## src/rtl/nx_node_inbound_pkg.sv

```systemverilog
// Shared node types: inbound message layout, SIGNAL command, slot encodings,
// and the buffered entry format used by inbound receivers.
package nx_node_inbound_pkg;

    localparam int unsigned RAM_ADDR_W  = 10;
    localparam int unsigned RAM_DATA_W  = 32;
    localparam int unsigned NODE_ADDR_W = 11;

    typedef enum logic [1:0] {
        NODE_COMMAND_LOAD    = 2'd0,
        NODE_COMMAND_SIGNAL  = 2'd1,
        NODE_COMMAND_CONTROL = 2'd2,
        NODE_COMMAND_TRACE   = 2'd3
    } node_command_t;

    typedef enum logic [1:0] {
        SLOT_PRESERVE = 2'd0,
        SLOT_INVERSE  = 2'd1,
        SLOT_LOWER    = 2'd2,
        SLOT_UPPER    = 2'd3
    } node_slot_t;

    typedef struct packed {
        node_command_t command;
    } node_header_t;

    typedef struct packed {
        logic [NODE_ADDR_W-1:0] address;
        node_slot_t             slot;
        logic [7:0]             data;
    } node_signal_t;

    typedef struct packed {
        node_header_t header;
        node_signal_t payload;
    } node_message_t;

    typedef struct packed {
        logic [NODE_ADDR_W-1:0] address;
        node_slot_t             slot;
        logic [7:0]             data;
    } inbound_entry_t;

    // Maps a message slot encoding onto the physical slot bit for the current core slot.
    function automatic logic resolve_slot(node_slot_t slot, logic current);
        case (slot)
            SLOT_PRESERVE: return current;
            SLOT_INVERSE:  return !current;
            SLOT_LOWER:    return 1'b0;
            default:       return 1'b1;
        endcase
    endfunction

endpackage

```

## src/rtl/nx_node_inbound_if.sv

```systemverilog
// Inbound message handshake plus data RAM write port of the SIGNAL receiver.
interface nx_node_inbound_if;
    import nx_node_inbound_pkg::*;

    node_message_t             msg_data;
    logic                      msg_valid;
    logic                      msg_ready;
    logic [RAM_ADDR_W-1:0]     data_addr;
    logic [RAM_DATA_W-1:0]     data_wr_data;
    logic [RAM_DATA_W-1:0]     data_wr_strb;
    logic                      data_wr_en;

    // slave: the receiver; master: the message source and RAM it drives.
    modport slave (
        input  msg_data, msg_valid,
        output msg_ready,
        output data_addr, data_wr_data, data_wr_strb, data_wr_en
    );

    modport master (
        output msg_data, msg_valid,
        input  msg_ready,
        input  data_addr, data_wr_data, data_wr_strb, data_wr_en
    );

endinterface

```

## src/rtl/nx_inbound_fifo.sv

```systemverilog
// Synchronous FIFO of inbound entries; full/empty/level come from registered occupancy.
module nx_inbound_fifo
    import nx_node_inbound_pkg::*;
#(
    parameter int unsigned DEPTH = 4
) (
    input  logic                         i_clk,
    input  logic                         i_rst,
    input  logic                         i_push,
    input  inbound_entry_t               i_data,
    input  logic                         i_pop,
    output inbound_entry_t               o_data,
    output logic                         o_full,
    output logic                         o_empty,
    output logic [$clog2(DEPTH+1)-1:0]   o_level
);

    localparam int unsigned PTR_W = $clog2(DEPTH);
    localparam int unsigned LVL_W = $clog2(DEPTH + 1);

    inbound_entry_t   mem_q [DEPTH];
    logic [PTR_W-1:0] wr_ptr_q, wr_ptr_d;
    logic [PTR_W-1:0] rd_ptr_q, rd_ptr_d;
    logic [LVL_W-1:0] level_q, level_d;
    logic             do_push, do_pop;

    assign o_full  = (level_q == LVL_W'(DEPTH));
    assign o_empty = (level_q == '0);
    assign o_level = level_q;
    assign o_data  = mem_q[rd_ptr_q];

    assign do_push = i_push && !o_full;
    assign do_pop  = i_pop && !o_empty;

    always_comb begin
        wr_ptr_d = wr_ptr_q;
        rd_ptr_d = rd_ptr_q;
        level_d  = level_q;
        if (do_push) wr_ptr_d = wr_ptr_q + 1'b1;
        if (do_pop)  rd_ptr_d = rd_ptr_q + 1'b1;
        if (do_push && !do_pop)      level_d = level_q + 1'b1;
        else if (!do_push && do_pop) level_d = level_q - 1'b1;
    end

    always_ff @(posedge i_clk) begin
        if (i_rst) begin
            wr_ptr_q <= '0;
            rd_ptr_q <= '0;
            level_q  <= '0;
        end else begin
            wr_ptr_q <= wr_ptr_d;
            rd_ptr_q <= rd_ptr_d;
            level_q  <= level_d;
        end
    end

    always_ff @(posedge i_clk) begin
        if (do_push) mem_q[wr_ptr_q] <= i_data;
    end

endmodule

```

## src/rtl/nx_node_inbound.sv

```systemverilog
// Node SIGNAL receiver: filters inbound messages, buffers SIGNALs and writes
// each payload byte into its resolved data RAM lane whenever the core leaves the RAM free.
module nx_node_inbound
    import nx_node_inbound_pkg::*;
#(
    parameter int unsigned FIFO_DEPTH = 4
) (
    input  logic                    i_clk,
    input  logic                    i_rst,
    nx_node_inbound_if.slave        bus,
    input  logic                    i_slot,
    input  logic                    i_core_busy,
    output logic                    o_idle,
    output logic                    o_dropped
);

    localparam int unsigned LVL_W = $clog2(FIFO_DEPTH + 1);

    inbound_entry_t         push_entry, head;
    logic                   full, empty;
    logic [LVL_W-1:0]       level;
    logic                   accept, is_signal, push, pop;
    logic                   slot_bit;
    logic [1:0]             lane;

    logic [RAM_ADDR_W-1:0]  addr_q, addr_d;
    logic [RAM_DATA_W-1:0]  data_q, data_d;
    logic [RAM_DATA_W-1:0]  strb_q, strb_d;
    logic                   wr_en_q, wr_en_d;
    logic                   dropped_q, dropped_d;

    // Ready depends only on registered occupancy, so a same-cycle pop never opens a full FIFO.
    assign bus.msg_ready = !full && !i_rst;
    assign accept        = bus.msg_valid && bus.msg_ready;
    assign is_signal     = (bus.msg_data.header.command == NODE_COMMAND_SIGNAL);
    assign push          = accept && is_signal;
    assign pop           = !empty && !i_core_busy;

    assign push_entry.address = bus.msg_data.payload.address;
    assign push_entry.slot    = bus.msg_data.payload.slot;
    assign push_entry.data    = bus.msg_data.payload.data;

    nx_inbound_fifo #(
        .DEPTH (FIFO_DEPTH)
    ) u_fifo (
        .i_clk   (i_clk),
        .i_rst   (i_rst),
        .i_push  (push),
        .i_data  (push_entry),
        .i_pop   (pop),
        .o_data  (head),
        .o_full  (full),
        .o_empty (empty),
        .o_level (level)
    );

    assign slot_bit = resolve_slot(head.slot, i_slot);
    assign lane     = {head.address[0], slot_bit};

    always_comb begin
        addr_d    = addr_q;
        data_d    = data_q;
        strb_d    = strb_q;
        wr_en_d   = pop;
        dropped_d = accept && !is_signal;
        if (pop) begin
            addr_d = head.address[NODE_ADDR_W-1:1];
            data_d = {4{head.data}};
            strb_d = RAM_DATA_W'(8'hFF) << {lane, 3'b000};
        end
    end

    always_ff @(posedge i_clk) begin
        if (i_rst) begin
            addr_q    <= '0;
            data_q    <= '0;
            strb_q    <= '0;
            wr_en_q   <= 1'b0;
            dropped_q <= 1'b0;
        end else begin
            addr_q    <= addr_d;
            data_q    <= data_d;
            strb_q    <= strb_d;
            wr_en_q   <= wr_en_d;
            dropped_q <= dropped_d;
        end
    end

    assign bus.data_addr    = addr_q;
    assign bus.data_wr_data = data_q;
    assign bus.data_wr_strb = strb_q;
    assign bus.data_wr_en   = wr_en_q;
    assign o_dropped        = dropped_q;
    assign o_idle           = (level == '0) && !wr_en_q;

endmodule

```

## src/flat_wrapper.sv

```systemverilog
// flat-port wrapper written by rule: the top's interface ports become plain ports
module nx_node_inbound_flat import nx_node_inbound_pkg::*;
#(
    parameter int unsigned FIFO_DEPTH = 4
)
  (i_clk, i_rst, i_slot, i_core_busy, o_idle, o_dropped, bus_msg_data, bus_msg_valid, bus_msg_ready, bus_data_addr, bus_data_wr_data, bus_data_wr_strb, bus_data_wr_en);
  nx_node_inbound_if bus_i ();
  input  logic i_clk;
  input  logic i_rst;
  input  logic i_slot;
  input  logic i_core_busy;
  output logic o_idle;
  output logic o_dropped;
  input wire logic [$bits(bus_i.msg_data)-1:0] bus_msg_data;
  input wire logic [$bits(bus_i.msg_valid)-1:0] bus_msg_valid;
  output wire logic [$bits(bus_i.msg_ready)-1:0] bus_msg_ready;
  output wire logic [$bits(bus_i.data_addr)-1:0] bus_data_addr;
  output wire logic [$bits(bus_i.data_wr_data)-1:0] bus_data_wr_data;
  output wire logic [$bits(bus_i.data_wr_strb)-1:0] bus_data_wr_strb;
  output wire logic [$bits(bus_i.data_wr_en)-1:0] bus_data_wr_en;
  assign bus_i.msg_data = bus_msg_data;
  assign bus_i.msg_valid = bus_msg_valid;
  assign bus_msg_ready = bus_i.msg_ready;
  assign bus_data_addr = bus_i.data_addr;
  assign bus_data_wr_data = bus_i.data_wr_data;
  assign bus_data_wr_strb = bus_i.data_wr_strb;
  assign bus_data_wr_en = bus_i.data_wr_en;
  nx_node_inbound #(.FIFO_DEPTH(FIFO_DEPTH)) u_core (.i_clk(i_clk), .i_rst(i_rst), .bus(bus_i), .i_slot(i_slot), .i_core_busy(i_core_busy), .o_idle(o_idle), .o_dropped(o_dropped));
endmodule
```

## config.mk

```make
export PLATFORM = sky130hd
export DESIGN_NAME = nx_node_inbound_flat
export DESIGN_NICKNAME = d
export VERILOG_FILES = /design/src/rtl/nx_node_inbound_pkg.sv /design/src/rtl/nx_node_inbound_if.sv /design/src/rtl/nx_inbound_fifo.sv /design/src/rtl/nx_node_inbound.sv /design/src/flat_wrapper.sv
export SDC_FILE = /design/constraint.sdc
export NUM_CORES = 1
export LEC_CHECK = 0
export CAP_MARGIN = 10
export CORE_MARGIN = 5
export CORE_UTILIZATION = 47
export CTS_CLUSTER_SIZE = 40
export DETAILED_ROUTE_END_ITERATION = 8
export PLACE_DENSITY = 0.85
export SLEW_MARGIN = 20
export SYNTH_ARGS = -nofsm -noshare
export SYNTH_HDL_FRONTEND = slang
export SYNTH_SLANG_ARGS = --single-unit
```

## constraint.sdc

```tcl
create_clock -name i_clk -period 3.68 [get_ports i_clk]
set_clock_uncertainty 0.15 [all_clocks]
set_input_delay 0.92 -clock i_clk [delete_from_list [all_inputs] [get_ports i_clk]]
set_output_delay 0.92 -clock i_clk [all_outputs]
set_load 0.02 [all_outputs]
```

* After elaboration in Yosys (flattened, before gate mapping)
Memory sizes are Yosys's and may differ from the RTL's. A register that Yosys moved wholly into a read port is not among the register bits.
Cells that the tools add are included.
** Cells by class
- $add $sub $neg :: 4
- Eq/ne operators :: 4
- Shifts and indexed selects :: 1
- Mux-type cells :: 7
- Reduce and logical (&&, ||, !) cells :: 22
** Operators by type and width (count)
- left shift 8 x 5 -> 32 bit (first input constant) :: 1
- logical AND 1 bit :: 10
- zero test 1 bit :: 9
- two-way mux 3 bit :: 2
- adder 2 x 1 -> 2 bit (second input constant) :: 2
- equality test 2 x 1 -> 1 bit (second input constant) :: 2
- two-way mux 2 bit :: 2
- adder 3 x 1 -> 3 bit (second input constant) :: 1
- equality test 3 bit (second input constant) :: 1
- zero test 3 bit :: 1
- case mux 1 bit (3 select lines) :: 1
- subtractor 3 x 1 -> 3 bit (second input constant) :: 1
- equality test 2 bit (second input constant) :: 1
- zero test 2 bit :: 1
- two-way mux 1 bit :: 2
- nonzero test 2 bit :: 1
** Storage, ports and cells
- Register bits :: 83
- RAM bits :: 84
- Input bits :: 28
- Output and inout port bits :: 78
- Logic and storage cells :: 47
- Memories kept :: 1
** Memory list
- u_core.u_fifo.mem_q :: depth 4, width 21, read ports 1, clocked after Yosys merged registers in 1, write ports 1, line nx_inbound_fifo.sv:21 : inbound_entry_t mem_q [DEPTH];

* Depth between registers and ports, before layout
Gate-level depths: netlist (run 1).
- Depth in word-level cells :: 10
- Depth in mapped cells :: 11
- Depth with buffers taken out :: 9

* Modules after synthesis
Synthesis (run 1) repeated with hierarchy kept, for this count alone.
** Unflattened totals
- Cells, all modules :: 316
- Area total of the unflattened synthesis :: 4783.3 µm²
** By module, submodules not included
- nx_inbound_fifo :: times used 1, cells each 157, area each 3498.4 µm², sequential area each 2702.6 µm²
- nx_node_inbound :: times used 1, cells each 159, area each 1285.0 µm², sequential area each 480.5 µm²

* Worst setup path after synthesis (run 1)
Ideal clock, no wire load.
- Kind :: input port to flip-flop
- Start :: input bus_msg_data[22]
- End :: register u_core.u_fifo.level_q[2] (netlist: u_core.u_fifo.o_level[2])
- Setup time :: 70 ps
- Arrival time :: 2772 ps
- Required time :: 3460 ps
- Slack :: 687 ps
- Stages :: 8
- Path buffers :: 0
- Cells stage by stage :: nand2b_1 > a2111oi_4 > ha_1 > inv_1 > fa_1 > xor2_1 > or3_1 > a21oi_1
** On the way
- Word-level cells in the longest chain between the ends :: 6
** RTL lines
- start: declaration :: line flat_wrapper.sv:14 : input wire logic [$bits(bus_i.msg_data)-1:0] bus_msg_data;
- equality test 2 x 1 -> 1 bit * :: line nx_node_inbound.sv:35 : assign is_signal = (bus.msg_data.header.command == NODE_COMMAND_SIGNAL);
- logical AND 1 bit * :: line nx_node_inbound.sv:36 : assign push = accept && is_signal;
- logical AND 1 bit * :: line nx_inbound_fifo.sv:32 : assign do_push = i_push && !o_full;
- net u_core.u_fifo.do_push :: line nx_inbound_fifo.sv:25 : logic do_push, do_pop;
- zero test 1 bit :: line nx_inbound_fifo.sv:42 : else if (!do_push && do_pop) level_d = level_q - 1'b1;
- logical AND 1 bit :: line nx_inbound_fifo.sv:42
- nonzero test 2 bit (no line)
- end signal: assignment :: line nx_inbound_fifo.sv:53 : level_q <= level_d;
- end: declaration :: line nx_inbound_fifo.sv:24 : logic [LVL_W-1:0] level_q, level_d;
Mark *: on every way through the listed nets, which the timed path passes. The rest lies on a longest branch.
A chain may end at the register's enable or synchronous reset.

* Worst setup path in the final report (run 1)
- Start :: input i_rst
- End :: output bus_msg_ready
** On the way
- Word-level cells in the longest chain between the ends :: 2
** RTL lines
- start: declaration :: line flat_wrapper.sv:9 : input logic i_rst;
- zero test 1 bit :: line nx_node_inbound.sv:33 : assign bus.msg_ready = !full && !i_rst;
- logical AND 1 bit :: line nx_node_inbound.sv:33
- end: declaration :: line flat_wrapper.sv:16 : output wire logic [$bits(bus_i.msg_ready)-1:0] bus_msg_ready;
No other way between the ends.

==> results of run 1 <==
cell usage after synthesis (all sizes together):
| cell type | instances |
|---|---|
| o2bb2ai | 2 |
| nand2b | 2 |
| inv | 5 |
| a21oi | 20 |
| dfxtp | 33 |
| a2111oi | 1 |
| edfxtp | 84 |
| buf | 59 |
| xnor2 | 4 |
| and2 | 4 |
| a22o | 2 |
| o22ai | 1 |
| nor4 | 1 |
| nand2 | 38 |
| o21ai | 1 |
| or3 | 1 |
| nor3 | 3 |
| fa | 1 |
| xor2 | 3 |
| nor2 | 10 |
| clkbuf | 4 |
| ha | 5 |
| and3 | 1 |
| mux2 | 2 |
| nor3b | 1 |
| mux4 | 20 |
| mux2i | 2 |
cell families after synthesis:
family          count (synthesis)
fa+ha+maj                       6
mux                            24
buf+inv                        68
compound gates                 27
xor+xnor                        7
simple gates                   61
flops                         117
layer usage:
layer | GRT usage, % | routed length (µm) | vias up | share of wire, %
li1 | - | - | 1220 | -
met2 | 29.3 | 5170 | 103 | 55
met4 | 6.81 | 127 | 0 | 1.3
met3 | 4.92 | 629 | 12 | 6.7
met5 | 0 | 0 | - | 0
met1 | 16.6 | 3490 | 1305 | 37
stage by stage:
stage / setup slack (ps) / power [µW]
final: 389 / 4280
after global routing: 323 / 4470
after CTS: 372 / 4320
after detailed placement: 278 / 2910
after global placement: 382 / 2870
after floorplan: 687 / 2500
registers in the layout, indices dropped and copies added, names as in the netlist, named ones only:
register,flops
u_core.u_fifo.mem_q,84
u_core.u_fifo.rd_ptr_q,2
u_core.bus.data_wr_data,8
u_core.bus.data_wr_strb,4
u_core.o_dropped,1
u_core.u_fifo.wr_ptr_q,2
u_core.u_fifo.o_level,3
u_core.bus.data_addr,10
u_core.bus.data_wr_en,1
critical path: stages:
cell,delay [ps]
clkdlybuf4s50_1,490
a21oi_1,190
clkdlybuf4s50_1,630
power by group through the flow:
stage / Combinational (µW) / Sequential [µW] / Clock (µW)
6_report: 1200 / 1660 / 1410
5_1_grt: 1290 / 1690 / 1500
4_1_cts: 1220 / 1670 / 1430
3_5_place_dp: 1220 / 1690 / 0
3_3_place_gp: 1180 / 1680 / 0
2_1_floorplan: 779 / 1720 / 0
area by class of cell:
type	instances	area [µm²]	area share, %
well taps	133	166	2.71
clock buffers	20	435	7.10
flip-flops and latches	117	3180	51.9
inverters	5	18.8	0.306
clock inverters	12	83.8	1.37
multi-input cells	125	1090	17.8
repair buffers	118	1150	18.7
cells in the final DEF (no fill, tap or decap), types with 2 or more instances in the layout:
cell and count:
a21oi_1 20, a22o_1 2, and2_1 4, buf_4 13, clkbuf_1 2, clkbuf_16 16
clkbuf_8 2, clkdlybuf4s50_1 105, clkinv_2 4, clkinv_4 2, clkinvlp_4 5, dfxtp_1 32
edfxtp_1 84, ha_1 5, inv_1 4, mux2i_1 2, mux4_2 20, nand2_1 38
nand2b_1 2, nor2_1 7, nor2_2 3, nor3_2 2, o2bb2ai_1 2, xnor2_1 4
xor2_1 3
path summary, 6_finish.rpt:
kind,to,slack (ps),depth (start not counted)
min,u_core.bus.data_addr[2],300,2
max,bus_msg_ready,390,3
max reg2reg,u_core.u_fifo.o_level[2],1200,8
min reg2reg,u_core.bus.data_addr[2],300,2
==> reports/metrics.yaml, run 1 <==
clkTransAtPathRegs_ps: 60
fin_hold_ws_ps: 303
fin_tns_setup_ps: 0
power.share.clock_pct: 33.0
p_per_area_nw_per_um2: 697
cts_sinks: 117
power_switching_uw: 1340
period_share_pct: 89.4
cts_tree: "built"
cap_viol_max_count: 0
pwr-share-seq_pct: 38.8
hold_viol_final: 0
drive_above_1_share_pct: 18.4
synth_compound_area_share_pct: 3.79
yosysSeqAreaShare_pct: 67.0
track_usage_pct: 15.9
postCtsHoldBufs: 0
cts_resized: 0
h-tree-depth: 4
ys_types: 34
worstPathRequired_ps: 2610
min_path_type: "reg2reg"
outcome: "complete, no violations"
syn_inst: 310
start_util_pct: 48.4
relSlewSlack_pct: 47.7
endpoint_kind: "output port"
synthMuxAreaShare_pct: 10.4
port_buffers: 105
post-route-util_pct: 62.4
ys_seq_elements: 117
synth_top_family_by_area: "multiplexers"
crit_type: "in2out"
power_switching_share_pct: 31.2
worstMarginPinSlew_ps: 785
synth_area_leaders: "edfxtp_1 (53%), dfxtp_1 (14%), mux4_2 (9.5%)"
crit_path_start: "i_rst"
synth_xor_area_share_pct: 1.29
antenna_found_initial: 0
placementRows: 36
drc: 0
min-delay-start: "u_core.bus.data_addr[2]"
grt_max_degree: 30
root_buffer: "clkbuf_8"
io_pins: 106
critPathArrivalTime_ps: 2220
grt_overflow: 0
timing.fmax_mhz: 304
synth_fp_nets: 344
grt_pass1_wl_um: 14900
numCtsBuffers: 17
syn2layout_area_growth_pct: 29.0
p_comb_share_pct: 28.2
insertedDiodeCount: 0
internal-power_uw: 2940
yosys.area.top_type_share_pct: 53.1
ir_drop_mv: 0.427
timing.rr.start: "u_core.u_fifo.o_level[0]"
placed_cells: 498
synthSimpleGateAreaFrac_pct: 5.77
drtIter0Drc: 135
routabilityCongestion: 0.755
dr.pass1.iters: 4
nets: 418
placed_area_um2: 5610
fp.dieH_um: 111
die_x_um: 111
grt_pass1_vias: 2842
yosysTopAreaCell: "edfxtp_1"
drt-total-wl_um: 9420
ant_nets: 0
dieArea_um2: 12200
wl_per_cell_um: 17.8
final_cells: 530
yosysWarnings: 0
critPathMaxFanout: 3
min_period_ps: 3290
cts_setup_buffers: 0
rsz0062_at_grt: "no"
slew_violations: 0
drt-vias-per-instance: 4.98
place_hpwl_um: 6080
routed-via-count: 2640
synth_area_um2: 4750
cellLeakagePower_uw: 0.00203
final_area_um2: 6130
clockBufferDepth: 2
synth_adder_area_share_pct: 1.74
fillers: 743
fp.coreArea_um2: 9820
syn_avg_cell_area_um2: 15.3
setup_violations: 0
worstSkewPairLatency_ps: 510
cp-start-kind: "primary input"
(Power assumes the default switching activity.)
==> inputs of run 2 (changes only) <==
--- a/config.mk
+++ b/config.mk
@@ -7,10 +7,11 @@
 export LEC_CHECK = 0
 export CAP_MARGIN = 10
 export CORE_MARGIN = 5
-export CORE_UTILIZATION = 47
+export CORE_UTILIZATION = 35
 export CTS_CLUSTER_SIZE = 40
 export DETAILED_ROUTE_END_ITERATION = 8
-export PLACE_DENSITY = 0.85
+export PLACE_DENSITY = 0.69
+export RECOVER_POWER = 100
 export SLEW_MARGIN = 20
 export SYNTH_ARGS = -nofsm -noshare
 export SYNTH_HDL_FRONTEND = slang
==> run 2 against run 1 <==
  * Critical path depth unchanged
  * Via count down 3.5%
  * Clock power up 4%
==> reports/metrics.yaml, run 2 (synthesis gave the netlist of run 1 again) <==
outcome: "complete, no violations"  # unchanged
crit_type: "in2out"  # unchanged
path_buf_inv: 2  # unchanged
cp-start-kind: "primary input"  # unchanged
final_cell_mix: "dlygate4sd3_1 (100), edfxtp_1 (84), nand2_1 (38)"  # was clkdlybuf4s50_1 (105), edfxtp_1 (84), nand2_1 (38)
final_area_um2: 6160  # was 6130 µm²
drt-vias-per-instance: 4.44  # was 4.98
clockBufferDepth: 2  # unchanged
root_buffer: "clkbuf_16"  # was clkbuf_8
grt_pass1_wl_um: 14500  # was 14900 µm
rsz0062_at_grt: "no"  # unchanged
grt_overflow: 0  # unchanged
cp_slowest_cell: "dlygate4sd3_1"  # was clkdlybuf4s50_1
fin_tns_setup_ps: 0  # unchanged
postCtsHoldBufs: 0  # unchanged
p_per_area_nw_per_um2: 685  # was 697 nW/µm²
wl_per_cell_um: 15.5  # was 17.8 µm
cts_sinks: 117  # unchanged
place_hpwl_um: 5960  # was 6080 µm
min_path_type: "reg2reg"  # unchanged
cts_tree: "built"  # unchanged
syn2layout_area_growth_pct: 29.7  # was 29.0%
worst-r2r-setup-slack_ps: 920  # was 1200 ps
io_pins: 106  # unchanged
largest_register: "u_core.u_fifo.mem_q"  # unchanged
start_util_pct: 35.7  # was 48.4%
grt_max_degree: 30  # unchanged
cap_viol_max_count: 0  # unchanged
placed_cells: 541  # was 498
worstPathRequired_ps: 2610  # about the same
placed_area_um2: 5670  # was 5610 µm²
setup_violations: 0  # unchanged
drc: 0  # unchanged
endpoint_kind: "output port"  # unchanged
critical-path-top-delay-family: "buffers and inverters"  # unchanged
drt-total-wl_um: 8910  # was 9420 µm
hold_depth: 2  # unchanged
die_x_um: 127  # was 111 µm
slew_violations: 0  # unchanged
final_common_cell: "dlygate4sd3_1"  # was clkdlybuf4s50_1
cp_slowest_stage_delay_ps: 690  # was 630 ps
timing.rr.start: "u_core.u_fifo.o_level[0]"  # unchanged
fp.dieH_um: 127  # was 111 µm
min-delay-start: "u_core.bus.data_addr[0]"  # was u_core.bus.data_addr[2]
track_usage_pct: 11.8  # was 15.9%
period_share_pct: 92.4  # was 89.4%
path_common_cell: "dlygate4sd3_1"  # was clkdlybuf4s50_1
routabilityCongestion: 0.754  # was 0.755
numCtsBuffers: 17  # unchanged
ir_drop_mv: 0.334  # was 0.427 mV
critPathMaxFanout: 3  # unchanged
h-tree-depth: 4  # unchanged
drive_above_1_share_pct: 15.9  # was 18.4%
cellLeakagePower_uw: 0.00227  # was 0.00203 µW
largest_register_ffs: 84  # unchanged
cts_setup_buffers: 0  # unchanged
fp.coreArea_um2: 13300  # was 9820 µm²
cp_cell_sequence: "dlygate4sd3_1 > a21oi_1 > dlygate4sd3_1"  # was clkdlybuf4s50_1 > a21oi_1 > clkdlybuf4s50_1
placementRows: 42  # was 36
relSlewSlack_pct: 2.76  # was 47.7%
worstMarginPinSlew_ps: 1460  # was 785 ps
fillers: 1144  # was 743
critPathArrivalTime_ps: 2330  # was 2220 ps
clkTransAtPathRegs_ps: 50  # was 60 ps
worstSkewPairLatency_ps: 400  # was 510 ps
r2r_cells: 8  # unchanged
hold_end: "u_core.bus.data_addr[0]"  # was u_core.bus.data_addr[2]
min_period_ps: 3400  # was 3290 ps
port_buffers: 105  # unchanged
hold_viol_final: 0  # unchanged
drtIter0Drc: 99  # was 135
final_cells: 574  # was 530
dieArea_um2: 16000  # was 12200 µm²
post-route-util_pct: 46.4  # was 62.4%
routed-via-count: 2547  # was 2640
ant_nets: 0  # unchanged
dr.pass1.iters: 4  # unchanged
cts_resized: 0  # unchanged
timing.fmax_mhz: 294  # was 304 MHz
worst_r2r_endpoint: "u_core.u_fifo.o_level[2]"  # unchanged
nets: 418  # unchanged
antenna_found_initial: 1  # was 0
grt_pass1_vias: 2751  # was 2842
-- run 2: cell count changes in the layout (fill, tap and decap cells not counted), sizes merged, moves of 2 or more --
| cell | change |
|---|---|
| clkdlybuf4s50 | -100 |
| clkinvlp | -2 |
| dlygate4sd3 | +100 |
| clkbuf | +10 |
| buf | -9 |
-- run 2: worst max path at each step --
stage,from,to,slack (ps),depth (start not counted)
2_1_floorplan,bus_msg_data[22],u_core.u_fifo.o_level[2],690,8
3_3_place_gp,bus_msg_data[22],u_core.u_fifo.o_level[2],380,9
3_5_place_dp,bus_msg_data[22],u_core.u_fifo.o_level[2],270,9
4_1_cts,i_rst,bus_msg_ready,400,3
5_1_grt,bus_msg_data[22],u_core.u_fifo.o_level[2],230,9
6_report,i_rst,bus_msg_ready,280,3
-- run 2: layout make-up --
class	count	area (µm²)	area share, %
Antenna cell	1	2.50	0.0406
Clock buffer	21	460	7.47
Clock inverter	11	83.8	1.36
Inverter	5	18.8	0.305
Multi-Input combinational cell	125	1070	17.4
Sequential cell	117	3180	51.7
Tap cell	176	220	3.57
Timing Repair Buffer	118	1120	18.1
-- run 2: power by group --
group,internal (µW),switching (µW)
Sequential,1520,133
Clock,948,523
Combinational,495,602
-- run 2: worst reg2reg max path, delay by kind of cell, from the launching register on --
family,cells,cell delay (ps)
adder cells (fa/ha/maj),2,660
XOR/XNOR,1,150
buffers and inverters,1,60
AO/OA/AOI/OAI,2,790
AND/OR/NAND/NOR,2,380
flip-flops,1,470
-- run 2: stage by stage --
stage / power, µW / worst slack [ps] / hold WS [ps]
6_report: 4220 / 279 / 299
5_1_grt: 4440 / 232 / 334
4_1_cts: 4390 / 399 / 306
3_5_place_dp: 2900 / 273 / 299
3_3_place_gp: 2880 / 383 / 293
2_1_floorplan: 2500 / 687 / 340
-- run 2: layer usage --
metal,GRT usage [%],up-vias,wire length (µm)
li1,-,1226,-
met1,13.8,1224,3590
met3,3.70,14,575
met4,5.87,0,180
met2,19.5,83,4560
met5,0,-,0
